[config.mk]
export PLATFORM = sky130hd
export DESIGN_NAME = sevenseg_scan_mux
export DESIGN_NICKNAME = d
export VERILOG_FILES = /design/src/rtl/sevenseg_scan_mux.sv
export SDC_FILE = /design/constraint.sdc
export NUM_CORES = 1
export LEC_CHECK = 0
export BUFFER_PORTS_ARGS = -buffer_cell sky130_fd_sc_hd__buf_4
export CORE_ASPECT_RATIO = 0.9
export CORE_MARGIN = 2
export CORE_UTILIZATION = 40
export DETAILED_ROUTE_END_ITERATION = 12
export GPL_TIMING_DRIVEN = 0
export PLACE_DENSITY_LB_ADDON = 0.15
export SLEW_MARGIN = 0
export SYNTH_ARGS = -nofsm -noshare
export SYNTH_HDL_FRONTEND = slang
export SYNTH_SLANG_ARGS = --single-unit
[constraint.sdc]
create_clock -name clk -period 2.5 [get_ports clk]
set_input_delay 0.25 -clock clk [delete_from_list [all_inputs] [get_ports clk]]
set_output_delay 0.25 -clock clk [all_outputs]
set_load 0.005 [all_outputs]
[src/rtl/sevenseg_scan_mux.sv]
// Time-multiplexed common-anode seven-segment driver with per-slot dead time,
// leading-zero blanking and a once-per-frame input snapshot.
module sevenseg_scan_mux #(
  parameter int unsigned DIGITS      = 4,
  parameter int unsigned REFRESH_DIV = 100000,
  parameter int unsigned DEAD_CYC    = 500,
  parameter int unsigned LZB_EN      = 1,
  localparam int unsigned IDX_W      = (DIGITS > 1) ? $clog2(DIGITS) : 1
) (
  input  logic                  clk,
  input  logic                  rst_n,
  input  logic                  en,
  input  logic [4*DIGITS-1:0]   value,
  input  logic [DIGITS-1:0]     dp,
  input  logic [DIGITS-1:0]     blank,
  output logic [6:0]            seg_L,
  output logic                  dp_L,
  output logic [DIGITS-1:0]     an_L,
  output logic [IDX_W-1:0]      digit_idx
);

  localparam int unsigned      CNT_W    = (REFRESH_DIV > 1) ? $clog2(REFRESH_DIV) : 1;
  localparam logic [CNT_W-1:0] CNT_LAST = CNT_W'(REFRESH_DIV - 1);
  localparam logic [IDX_W-1:0] IDX_LAST = IDX_W'(DIGITS - 1);

  logic [CNT_W-1:0]    div_cnt;
  logic [4*DIGITS-1:0] snap_value;
  logic [DIGITS-1:0]   snap_dp;
  logic [DIGITS-1:0]   snap_blank;
  logic                load_pending;

  logic [CNT_W-1:0]    div_cnt_nxt_c;
  logic [IDX_W-1:0]    idx_nxt_c;
  logic                tick_c;
  logic                snap_c;
  logic [DIGITS-1:0]   lz_dark_c;
  logic                zero_run_c;
  logic [3:0]          cur_nib_c;
  logic                lit_c;

  function automatic logic [6:0] hex_to_seg(input logic [3:0] nib);
    logic [6:0] s;
    case (nib)
      4'h0:    s = 7'b1000000;
      4'h1:    s = 7'b1111001;
      4'h2:    s = 7'b0100100;
      4'h3:    s = 7'b0110000;
      4'h4:    s = 7'b0011001;
      4'h5:    s = 7'b0010010;
      4'h6:    s = 7'b0000010;
      4'h7:    s = 7'b1111000;
      4'h8:    s = 7'b0000000;
      4'h9:    s = 7'b0010000;
      4'hA:    s = 7'b0001000;
      4'hB:    s = 7'b0000011;
      4'hC:    s = 7'b1000110;
      4'hD:    s = 7'b0100001;
      4'hE:    s = 7'b0000110;
      default: s = 7'b0001110;
    endcase
    return s;
  endfunction

  // Slot timer and digit rotation; snapshot lands on the frame boundary tick.
  always_comb begin
    tick_c        = (div_cnt == CNT_LAST);
    snap_c        = en && (load_pending || (tick_c && (digit_idx == IDX_LAST)));
    div_cnt_nxt_c = div_cnt + CNT_W'(1);
    idx_nxt_c     = digit_idx;
    if (tick_c) begin
      div_cnt_nxt_c = '0;
      idx_nxt_c     = (digit_idx == IDX_LAST) ? '0 : digit_idx + IDX_W'(1);
    end
  end

  // A digit is leading-zero dark when it and every more significant nibble is zero.
  always_comb begin
    zero_run_c = 1'b1;
    lz_dark_c  = '0;
    for (int i = DIGITS - 1; i >= 0; i--) begin
      zero_run_c = zero_run_c && (snap_value[4*i +: 4] == 4'h0);
      if ((LZB_EN != 0) && (i != 0)) lz_dark_c[i] = zero_run_c;
    end
  end

  always_comb begin
    cur_nib_c = snap_value[4*int'(digit_idx) +: 4];
    lit_c     = en && (32'(div_cnt) >= DEAD_CYC)
                && !snap_blank[digit_idx] && !lz_dark_c[digit_idx];
  end

  always_ff @(posedge clk) begin
    if (!rst_n) begin
      div_cnt      <= '0;
      digit_idx    <= '0;
      snap_value   <= '0;
      snap_dp      <= '0;
      snap_blank   <= '0;
      load_pending <= 1'b1;
      seg_L        <= 7'h7F;
      dp_L         <= 1'b1;
      an_L         <= '1;
    end else begin
      if (en) begin
        div_cnt      <= div_cnt_nxt_c;
        digit_idx    <= idx_nxt_c;
        load_pending <= 1'b0;
      end
      if (snap_c) begin
        snap_value <= value;
        snap_dp    <= dp;
        snap_blank <= blank;
      end
      if (lit_c) begin
        seg_L <= hex_to_seg(cur_nib_c);
        dp_L  <= ~snap_dp[digit_idx];
        an_L  <= ~(DIGITS'(1) << digit_idx);
      end else begin
        seg_L <= 7'h7F;
        dp_L  <= 1'b1;
        an_L  <= '1;
      end
    end
  end

endmodule

==> metrics.yaml <==
vias: 2176
synth_enable_flop_cells: 0
syn_inst: 300
worst_slew_margin_rel: 0.649
clkLatencyLatePin_ns: 0.31
cts_max_path_buffers: 2
timing.final.crit_share: 0.905
start_kind: "flip-flop"
diodes: 0
fp-row-count: 28
seqCellArea_mm2: 0.00112
crit_type: "reg2reg"
place_area_mm2: 0.00314
final.fill_count: 663
fin_tns_setup_ns: 0
p_total_mw: 1.63
drive_gt1_frac: 0.214
final_cells: 436
setup_slack_ns: 0.238
syn_to_final_growth_pct: 17.9
maxSlewViolCount: 0
cts_resized: 0
cts-root-buf: "clkbuf_8"
io_buffer_count: 38
grt_max_degree: 19
globalRouteTotalUtil: 0.164
hold_viol_final: 0
final_common_cell: "dfxtp_1"
numCtsBuffers: 5
grt_pass1_vias: 1991
hpwl_um: 4300
status: "finished, final reports clean"
htree_num_levels: 2
synth_warnings: 0
place_congestion: 0.778
drtAntennaViolNets: 0
syn_area_per_cell_um2: 9.15
r2r-start: "digit_idx[0]$_SDFFE_PN0P_"
p_per_area_mw_per_mm2: 505
synth_area_mm2: 0.00275
pre_cts_ws_ns: 0.234
synthArstFlopShare: 0
path_max_fanout: 6
synth_top_area_frac: 0.408
rsz0062_at_grt: "false"
startpoint: "digit_idx[0]$_SDFFE_PN0P_"
worstPathRequired_ns: 2.75
synth_flop_cell: "dfxtp_1"
hold_buffers: 0
drc_errors: 0
final_area_mm2: 0.00324
post_cts_buffers: 0
final_util: 0.489
chipWidth_um: 91.3
crit_arrival_ns: 2.51
initial_utilization: 0.415
whs_ns: 0.149
die-area_mm2: 0.00754
final_cell_mix: "dfxtp_1, nand2_1, buf_4"
placed_cells: 428
fin_crit_ns: 2.26
setup_viol: 0
endpoint_kind: "flip-flop"
hold_class: "in2reg"
hold_start: "value[0]"
grt_pass1_wl_um: 9820
yosysSeqAreaShare: 0.408
routed_wl_um: 5880
worstMarginPinSlew_ns: 0.527
ys_ff_latch: 56
multi_input_area_mm2: 0.00146
fin_skew_ns: 0.00633
antenna_found_initial: 0
ios: 41
leakage_nw: 1.25
yosysTopAreaCell: "dfxtp_1"
yosysUniqueCellTypes: 46
max-cap-violations: 0
first_iter_violations: 106
nets: 384
synth_area_leaders: "dfxtp_1, nand2_1, nand3_1"
grt_overflow: 0
design.core.area_mm2: 0.00662
viasPerCell: 4.99
synth_fp_nets: 339
fmax_ghz: 0.442
peakVddDrop_v: 0.000204
fp.dieH_um: 82.6
drt_pass1_iterations: 6
cts_tree: "done"
clock-sinks: 56
wl_per_cell_um: 13.5
clk_pin_slew_worst_paths_ns: 0.10
## worst max-delay path, cell delays in order (launching register included)
cell and delay (ns):
dfxtp_1 0.42, buf_6 0.17, mux4_1 0.71, inv_1 0.17
ha_1 0.30, o22ai_1 0.12, o21a_1 0.17, o21ai_1 0.13
## cell usage after synthesis (all sizes together), types with 6 or more instances
cell type / number
o21ai: 29
nand3: 31
ha: 12
dfxtp: 56
clkbuf: 7
mux4: 6
buf: 13
inv: 9
nand2: 44
xnor2: 12
nor2: 19
xor2: 8
## path summary, 6_finish.rpt
kind,end,slack [ns],depth (start not counted)
max,seg_L[0]$_SDFF_PN1_,0.24,7
min,snap_value[0]$_SDFFE_PN0P_,0.15,3
max reg2reg,seg_L[0]$_SDFF_PN1_,0.24,7
min reg2reg,snap_blank[0]$_SDFFE_PN0P_,0.45,2
## layer usage
layer  routed length, µm  part of all wire  GRT usage  vias up
li1                    -                 -          -     1125
met1                3070              0.52      0.241      985
met2                2460              0.42      0.243       59
met3                 271             0.046     0.0281        7
met4                  82             0.014     0.0591        0
met5                   0                 0          0        -
## power by group
group | switching, mW | internal (mW) | total, mW
sequential | 0.0258 | 0.920 | 0.946
clock | 0.308 | 0.199 | 0.507
combinational | 0.0910 | 0.0901 | 0.181
total | 0.425 | 1.21 | 1.63
## logic make-up after synthesis
kind of cell,count (synthesis),synth area share
AO/OA/AOI/OAI,45,0.0985
AND/OR/NAND/NOR,125,0.235
buffers and inverters,29,0.0602
adder cells (fa/ha/maj),12,0.0547
multiplexers,13,0.0798
XOR/XNOR,20,0.0638
flip-flops,56,0.408
## state kept, by name, indices dropped and copies added (netlist names)
signal,count
div_cnt,17
snap_value,16
seg_L,7
an_L,4
snap_blank,4
snap_dp,4
digit_idx,2
dp_L,1
load_pending,1
## layout make-up
cell class                      instances  share of cell area
Sequential cell                        56               0.346
Timing Repair Buffer                   38              0.0882
Clock inverter                          3             0.00735
Buffer                                 20              0.0406
Clock buffer                            5              0.0213
Inverter                                9              0.0104
Tap cell                               90              0.0348
Multi-Input combinational cell        215               0.451
Note: power is estimated with default switching activity, not from simulation.
